File: src/rtl/adj_job_arbiter_if.sv
// Bundles the requester-facing and core-facing signals of the job arbiter.
// slave is the arbiter's view; master is the surrounding system (requesters plus core).
interface adj_job_arbiter_if #(
  parameter int N = 4
);
  logic [N-1:0]    req;
  logic [12*N-1:0] reqAin;
  logic [12*N-1:0] reqBin;
  logic [N-1:0]    grant;
  logic [N-1:0]    done;
  logic [11:0]     result;
  logic            err;
  logic            busy;
  logic            coreStart;
  logic            coreAck;
  logic            coreReset;
  logic [11:0]     coreAin;
  logic [11:0]     coreBin;
  logic            coreQi;
  logic            coreQc;
  logic            coreQd;
  logic [11:0]     coreA;

  modport slave (
    input  req, reqAin, reqBin, coreQi, coreQc, coreQd, coreA,
    output grant, done, result, err, busy, coreStart, coreAck, coreReset, coreAin, coreBin
  );

  modport master (
    output req, reqAin, reqBin, coreQi, coreQc, coreQd, coreA,
    input  grant, done, result, err, busy, coreStart, coreAck, coreReset, coreAin, coreBin
  );
endinterface

File: src/rtl/adj_job_arbiter.sv
// Round-robin scheduler for one shared 12-bit adjust core: grants a requester, launches
// the job, returns the core result, and aborts hung jobs through a dedicated core reset.
module adj_job_arbiter #(
  parameter int N       = 4,
  parameter int TIMEOUT = 256,
  parameter int CW      = 9
) (
  input logic               i_clk,
  input logic               i_rst,
  adj_job_arbiter_if.slave  io_bus
);

  localparam int PW = (N > 1) ? $clog2(N) : 1;

  typedef enum logic [2:0] {
    S_IDLE,
    S_LAUNCH,
    S_WAIT,
    S_ACK,
    S_ABORT,
    S_DRAIN
  } state_t;

  state_t         r_state;
  logic [PW-1:0]  r_ptr;
  logic [CW-1:0]  r_cnt;
  logic [N-1:0]   r_grant;
  logic [N-1:0]   r_done;
  logic [11:0]    r_result;
  logic           r_err;
  logic           r_busy;
  logic           r_coreStart;
  logic           r_coreAck;
  logic           r_coreReset;
  logic [11:0]    r_coreAin;
  logic [11:0]    r_coreBin;

  state_t         w_stateNext;
  logic [PW-1:0]  w_ptrNext;
  logic [CW-1:0]  w_cntNext;
  logic [N-1:0]   w_grantNext;
  logic [N-1:0]   w_doneNext;
  logic [11:0]    w_resultNext;
  logic           w_errNext;
  logic           w_busyNext;
  logic           w_coreStartNext;
  logic           w_coreAckNext;
  logic           w_coreResetNext;
  logic [11:0]    w_coreAinNext;
  logic [11:0]    w_coreBinNext;

  logic           w_found;
  logic [PW-1:0]  w_idx;
  logic [PW:0]    w_sum;
  logic [PW-1:0]  w_cand;
  logic           w_unusedQc;

  // The core's ADJ indication carries no information the arbiter needs.
  assign w_unusedQc = io_bus.coreQc;

  // Search from the round-robin pointer upward, wrapping modulo N; first set request wins.
  always_comb begin
    w_found = 1'b0;
    w_idx   = '0;
    w_sum   = '0;
    w_cand  = '0;
    for (int k = 0; k < N; k++) begin
      w_sum = {1'b0, r_ptr} + (PW+1)'(k);
      if (w_sum >= (PW+1)'(N)) begin
        w_sum = w_sum - (PW+1)'(N);
      end
      w_cand = w_sum[PW-1:0];
      if (!w_found && io_bus.req[w_cand]) begin
        w_found = 1'b1;
        w_idx   = w_cand;
      end
    end
  end

  always_comb begin
    w_stateNext     = r_state;
    w_ptrNext       = r_ptr;
    w_cntNext       = r_cnt;
    w_grantNext     = r_grant;
    w_doneNext      = '0;
    w_resultNext    = r_result;
    w_errNext       = 1'b0;
    w_coreStartNext = 1'b0;
    w_coreAckNext   = 1'b0;
    w_coreResetNext = 1'b0;
    w_coreAinNext   = r_coreAin;
    w_coreBinNext   = r_coreBin;

    case (r_state)
      S_IDLE: begin
        if (w_found) begin
          w_grantNext     = N'(1) << w_idx;
          w_coreAinNext   = io_bus.reqAin[int'(w_idx)*12 +: 12];
          w_coreBinNext   = io_bus.reqBin[int'(w_idx)*12 +: 12];
          w_ptrNext       = (w_idx == PW'(N-1)) ? '0 : w_idx + 1'b1;
          w_coreStartNext = 1'b1;
          w_cntNext       = '0;
          w_stateNext     = S_LAUNCH;
        end
      end
      S_LAUNCH: begin
        w_stateNext = S_WAIT;
      end
      S_WAIT: begin
        w_cntNext = r_cnt + 1'b1;
        // Completion is checked first so a job finishing on the last allowed cycle is not aborted.
        if (io_bus.coreQd) begin
          w_resultNext  = io_bus.coreA;
          w_doneNext    = r_grant;
          w_coreAckNext = 1'b1;
          w_stateNext   = S_ACK;
        end else if (r_cnt == CW'(TIMEOUT-1)) begin
          w_coreResetNext = 1'b1;
          w_doneNext      = r_grant;
          w_errNext       = 1'b1;
          w_stateNext     = S_ABORT;
        end
      end
      S_ACK: begin
        if (io_bus.coreQi) begin
          w_grantNext = '0;
          w_stateNext = S_IDLE;
        end
      end
      S_ABORT: begin
        w_stateNext = S_DRAIN;
      end
      S_DRAIN: begin
        if (io_bus.coreQi) begin
          w_grantNext = '0;
          w_stateNext = S_IDLE;
        end
      end
      default: begin
        w_grantNext = '0;
        w_stateNext = S_IDLE;
      end
    endcase

    w_busyNext = (w_stateNext != S_IDLE);
  end

  always_ff @(posedge i_clk or posedge i_rst) begin
    if (i_rst) begin
      r_state     <= S_IDLE;
      r_ptr       <= '0;
      r_cnt       <= '0;
      r_grant     <= '0;
      r_done      <= '0;
      r_result    <= '0;
      r_err       <= 1'b0;
      r_busy      <= 1'b0;
      r_coreStart <= 1'b0;
      r_coreAck   <= 1'b0;
      r_coreReset <= 1'b0;
      r_coreAin   <= '0;
      r_coreBin   <= '0;
    end else begin
      r_state     <= w_stateNext;
      r_ptr       <= w_ptrNext;
      r_cnt       <= w_cntNext;
      r_grant     <= w_grantNext;
      r_done      <= w_doneNext;
      r_result    <= w_resultNext;
      r_err       <= w_errNext;
      r_busy      <= w_busyNext;
      r_coreStart <= w_coreStartNext;
      r_coreAck   <= w_coreAckNext;
      r_coreReset <= w_coreResetNext;
      r_coreAin   <= w_coreAinNext;
      r_coreBin   <= w_coreBinNext;
    end
  end

  assign io_bus.grant     = r_grant;
  assign io_bus.done      = r_done;
  assign io_bus.result    = r_result;
  assign io_bus.err       = r_err;
  assign io_bus.busy      = r_busy;
  assign io_bus.coreStart = r_coreStart;
  assign io_bus.coreAck   = r_coreAck;
  assign io_bus.coreReset = r_coreReset;
  assign io_bus.coreAin   = r_coreAin;
  assign io_bus.coreBin   = r_coreBin;

endmodule

File: src/flat_wrapper.sv
// flat-port wrapper written by rule: the top's interface ports become plain ports
module adj_job_arbiter_flat 
#(
  parameter int N       = 4,
  parameter int TIMEOUT = 256,
  parameter int CW      = 9
)
  (i_clk, i_rst, io_bus_req, io_bus_reqAin, io_bus_reqBin, io_bus_coreQi, io_bus_coreQc, io_bus_coreQd, io_bus_coreA, io_bus_grant, io_bus_done, io_bus_result, io_bus_err, io_bus_busy, io_bus_coreStart, io_bus_coreAck, io_bus_coreReset, io_bus_coreAin, io_bus_coreBin);
  adj_job_arbiter_if #(.N(N)) io_bus_i ();
  input logic i_clk;
  input logic i_rst;
  input wire logic [$bits(io_bus_i.req)-1:0] io_bus_req;
  input wire logic [$bits(io_bus_i.reqAin)-1:0] io_bus_reqAin;
  input wire logic [$bits(io_bus_i.reqBin)-1:0] io_bus_reqBin;
  input wire logic [$bits(io_bus_i.coreQi)-1:0] io_bus_coreQi;
  input wire logic [$bits(io_bus_i.coreQc)-1:0] io_bus_coreQc;
  input wire logic [$bits(io_bus_i.coreQd)-1:0] io_bus_coreQd;
  input wire logic [$bits(io_bus_i.coreA)-1:0] io_bus_coreA;
  output wire logic [$bits(io_bus_i.grant)-1:0] io_bus_grant;
  output wire logic [$bits(io_bus_i.done)-1:0] io_bus_done;
  output wire logic [$bits(io_bus_i.result)-1:0] io_bus_result;
  output wire logic [$bits(io_bus_i.err)-1:0] io_bus_err;
  output wire logic [$bits(io_bus_i.busy)-1:0] io_bus_busy;
  output wire logic [$bits(io_bus_i.coreStart)-1:0] io_bus_coreStart;
  output wire logic [$bits(io_bus_i.coreAck)-1:0] io_bus_coreAck;
  output wire logic [$bits(io_bus_i.coreReset)-1:0] io_bus_coreReset;
  output wire logic [$bits(io_bus_i.coreAin)-1:0] io_bus_coreAin;
  output wire logic [$bits(io_bus_i.coreBin)-1:0] io_bus_coreBin;
  assign io_bus_i.req = io_bus_req;
  assign io_bus_i.reqAin = io_bus_reqAin;
  assign io_bus_i.reqBin = io_bus_reqBin;
  assign io_bus_i.coreQi = io_bus_coreQi;
  assign io_bus_i.coreQc = io_bus_coreQc;
  assign io_bus_i.coreQd = io_bus_coreQd;
  assign io_bus_i.coreA = io_bus_coreA;
  assign io_bus_grant = io_bus_i.grant;
  assign io_bus_done = io_bus_i.done;
  assign io_bus_result = io_bus_i.result;
  assign io_bus_err = io_bus_i.err;
  assign io_bus_busy = io_bus_i.busy;
  assign io_bus_coreStart = io_bus_i.coreStart;
  assign io_bus_coreAck = io_bus_i.coreAck;
  assign io_bus_coreReset = io_bus_i.coreReset;
  assign io_bus_coreAin = io_bus_i.coreAin;
  assign io_bus_coreBin = io_bus_i.coreBin;
  adj_job_arbiter #(.N(N), .TIMEOUT(TIMEOUT), .CW(CW)) u_core (.i_clk(i_clk), .i_rst(i_rst), .io_bus(io_bus_i));
endmodule
File: config.mk
export PLATFORM = sky130hd
export DESIGN_NAME = adj_job_arbiter_flat
export DESIGN_NICKNAME = d
export VERILOG_FILES = /design/src/rtl/adj_job_arbiter_if.sv /design/src/rtl/adj_job_arbiter.sv /design/src/flat_wrapper.sv
export SDC_FILE = /design/constraint.sdc
export NUM_CORES = 1
export LEC_CHECK = 0
export ABC_AREA = 1
export BUFFER_PORTS_ARGS = -buffer_cell sky130_fd_sc_hd__buf_2
export CAP_MARGIN = 10
export CORE_UTILIZATION = 30
export DETAILED_ROUTE_END_ITERATION = 8
export GPL_TIMING_DRIVEN = 1
export MAX_ROUTING_LAYER = met4
export PLACE_DENSITY_LB_ADDON = 0.1
export SLEW_MARGIN = 25
export SYNTH_ARGS = -nofsm -noshare
export SYNTH_HDL_FRONTEND = slang
export SYNTH_SLANG_ARGS = --single-unit
File: constraint.sdc
create_clock -name i_clk -period 2.6 [get_ports i_clk]
set_input_delay 0.39 -clock i_clk [delete_from_list [all_inputs] [get_ports i_clk]]
set_output_delay 0.39 -clock i_clk [all_outputs]
set_load 0.05 [all_outputs]
==> key figures <==
Outcome
  • Status: finished clean

Yosys
  • Unique masters post-synth: 27
  • Main synth FF type: dfrtp_1
  • Net Count, Synth: 750
  • FFs w/ async S/R, synth: 1.00
  • Post-Syn Instances: 627
  • Area leader, netlist: dfrtp_1
  • Post-synthesis cell area: 4020 um^2
  • Area contributors post-synth: dfrtp_1 (39%), nand2_1 (23%), nand3_1 (14%)
  • Flops & latches, synth: 62
  • Post-synth top area share: 0.386
  • Synth cell count leaders: nand2_1 (243), inv_1 (117), nand3_1 (112)
  • Syn_area_per_cell: 6.41 um^2
  • Sequential share of the synthesized area: 0.386
  • Post-synth EDFFs: 0
  • Most common cell in the netlist: nand2_1
  • Yosys Warn Count: 0

Route
  • Final wirelength: 11700 um
  • Post-route ant nets: 0
  • First-pass iteration count of the detailed router: 4
  • Post-detailed-route DRC marker count: 0
  • Drt first-iter violations: 177
  • Vias: 4261
  • Drt wl/cell: 12.2 um
  • Vias/cell: 4.43

Placement
  • GP Congestion: 0.789
  • Post-Place Cell Area: 4990 um^2
  • DP HPWL: 8560 um
  • IO buf count: 164

CTS
  • Clk sinks: 62
  • Setup Buffers After CTS: 0
  • TritonCTS clock tree: done
  • CTS resizes: 0
  • Clock buffer depth: 2
  • CTS HTree Levels: 3
  • # hold bufs at CTS: 0
  • Reg clk slew, reported paths: 0.05 ns
  • Total CTS buffers: 9
  • Clk Latency, worst-skew pair: 0.33 ns
  • Clock Tree Root: clkbuf_16

Finish
  • Nets: 907
  • Layout cells sized above 1: 0.264
  • Fill cells: 1411
  • Layout area overhead: 32.5%
  • Fin area: 5320 um^2

Global route
  • Vias in the first global route: 4037
  • Pin count of the biggest net entering global routing: 49
  • Global route overflow: 0
  • Initial antenna violation count: 1
  • First-pass GRT wire length: 19900 um
  • GRT Total Usage: 0.183

STA
  • Pins Over Slew Limit: 0
  • Slew HR: 0.645
  • Min Tclk post-route: 2.35 ns
  • Fin crit share: 0.905
  • Setup violators final: 0
  • Setup Skew: 0.00410 ns
  • Final TNS setup: 0 ns
  • Hold_ws: 0.0569 ns
  • Fmax: 425 MHz
  • Worst slew pin tran: 0.531 ns
  • Final Hold Viols: 0
  • RSZ-0062 raised after global routing: false

Critical path
  • Reg2Reg Setup Slack: 0.25 ns
  • Worst-path maximum fanout: 8
  • Critical path arrival: 2.56 ns
  • Top delay family on crit path: simple AND/OR/NAND/NOR gates
  • Crit-path max cell delay: 0.39 ns
  • Setup CP Type: reg -> reg
  • Buf/Inv on CP: 1
  • Worst Path Required: 2.81 ns
  • CP max-delay cell: dfrtp_1
  • CP startpoint kind: flip-flop
  • Crit-path cells: ha_1 -> nand2_1 -> nor2_1 -> nand2_1 -> nor4_2 -> ha_1 -> inv_1 -> nor3_1 -> or2_1 -> nor2_2 -> nand2_2 -> o21ai_0
  • Crit end category: flip-flop

Floorplanning
  • Die area: 13900 um^2
  • Core area: 12800 um^2
  • Starting density of the core: 0.313
  • I/O pin total: 166
  • FP Rows: 41
  • Die Span X: 118 um
  • Die height: 118 um

Power and ir drop
  • Power per standard cell area: 1550 nW/um^2
  • LEAKAGE: 3.29 nW
  • Max VDD drop: 0.669 mV
  • Design Power: 0.00825 W

Min path
  • Worst min path class: in -> async

Run
  • # Max-Cap Violations: 0
-- sequential cells by signal (all words and copies together), names as in the netlist, 2 cells and up --
signal / count
u_core.r_cnt: 9
u_core.io_bus.coreBin: 12
u_core.r_state: 3
u_core.io_bus.grant: 4
u_core.io_bus.done: 4
u_core.r_ptr: 2
u_core.io_bus.result: 12
u_core.io_bus.coreAin: 12
-- power breakdown --
group / leakage [nW] / switching (W) / internal [W] / total [W]
Sequential: 0.791 / 0.000242 / 0.00136 / 0.00160
Clock: 0.152 / 0.000431 / 0.000836 / 0.00127
Combinational: 2.35 / 0.00385 / 0.00154 / 0.00539
-- final cells by class --
class | count | area [um^2] | area share
Antenna cell | 1 | 2.50 | 0.000470
Clock buffer | 10 | 229 | 0.0430
Clock inverter | 6 | 86.3 | 0.0162
Inverter | 122 | 460 | 0.0865
Multi-Input combinational cell | 414 | 1850 | 0.347
Sequential cell | 62 | 1550 | 0.292
Tap cell | 172 | 215 | 0.0404
Timing Repair Buffer | 175 | 932 | 0.175
-- layout by cell type, fill, tap and decap left out, types with 2 or more instances in the layout --
master / instances
nor2_2: 2
buf_12: 2
dfrtp_1: 61
buf_4: 8
nor2_1: 12
buf_2: 164
bufinv_16: 2
clkbuf_16: 9
o21ai_0: 14
inv_1: 116
nand2_1: 240
nand3_1: 112
o32ai_1: 2
nor3_1: 6
a21oi_1: 3
ha_1: 6
inv_2: 5
clkinv_2: 2
nand4_1: 2
nand2_2: 7
-- cell families after synthesis --
kind of cell,after synthesis,synth area share
AND/OR/NAND/NOR,384,0.403
adder cells (fa/ha/maj),6,0.0187
flip-flops,62,0.386
buffers and inverters,151,0.159
AO/OA/AOI/OAI,24,0.0336
-- through the flow --
step,setup WS [ns],util,cells
after floorplan,0.614,-,627
after global placement,0.207,0.389,945
after detailed placement,0.127,0.389,945
after CTS,0.107,0.413,961
after global routing,0.00693,0.415,962
final,0.247,0.415,962
-- worst paths after layout --
path / start / end / cells after the start
worst max-delay path: u_core.r_cnt[0] / u_core.io_bus.grant[1] / 12
worst min-delay path: i_rst / u_core.io_bus.result[0] / 2
worst max register to register: u_core.r_cnt[0] / u_core.io_bus.grant[1] / 12
worst min register to register: u_core.io_bus.coreAin[6] / u_core.io_bus.coreAin[6] / 2
max in group asynchronous: i_rst / u_core.r_ptr[0] / 3
min in group i_clk: io_bus_coreA[1] / u_core.io_bus.result[1] / 3
-- worst reg2reg max path, stage by stage (launching register included) --
cell and delay (ns):
dfrtp_1 0.39, ha_1 0.19, nand2_1 0.10, nor2_1 0.17, nand2_1 0.14, nor4_2 0.17, ha_1 0.22, inv_1 0.06
nor3_1 0.31, or2_1 0.19, nor2_2 0.06, nand2_2 0.12, o21ai_0 0.10
-- routing by layer --
metal | vias to the layer above | share of wire | global-route usage | routed length (um)
met2 | 140 | 0.46 | 0.300 | 5370
met1 | 1879 | 0.47 | 0.223 | 5500
met3 | 12 | 0.059 | 0.0359 | 691
met4 | 0 | 0.014 | 0.0657 | 163
met5 | - | 0 | - | 0
li1 | 2230 | - | - | -
Power figures use the tool's default switching activity.
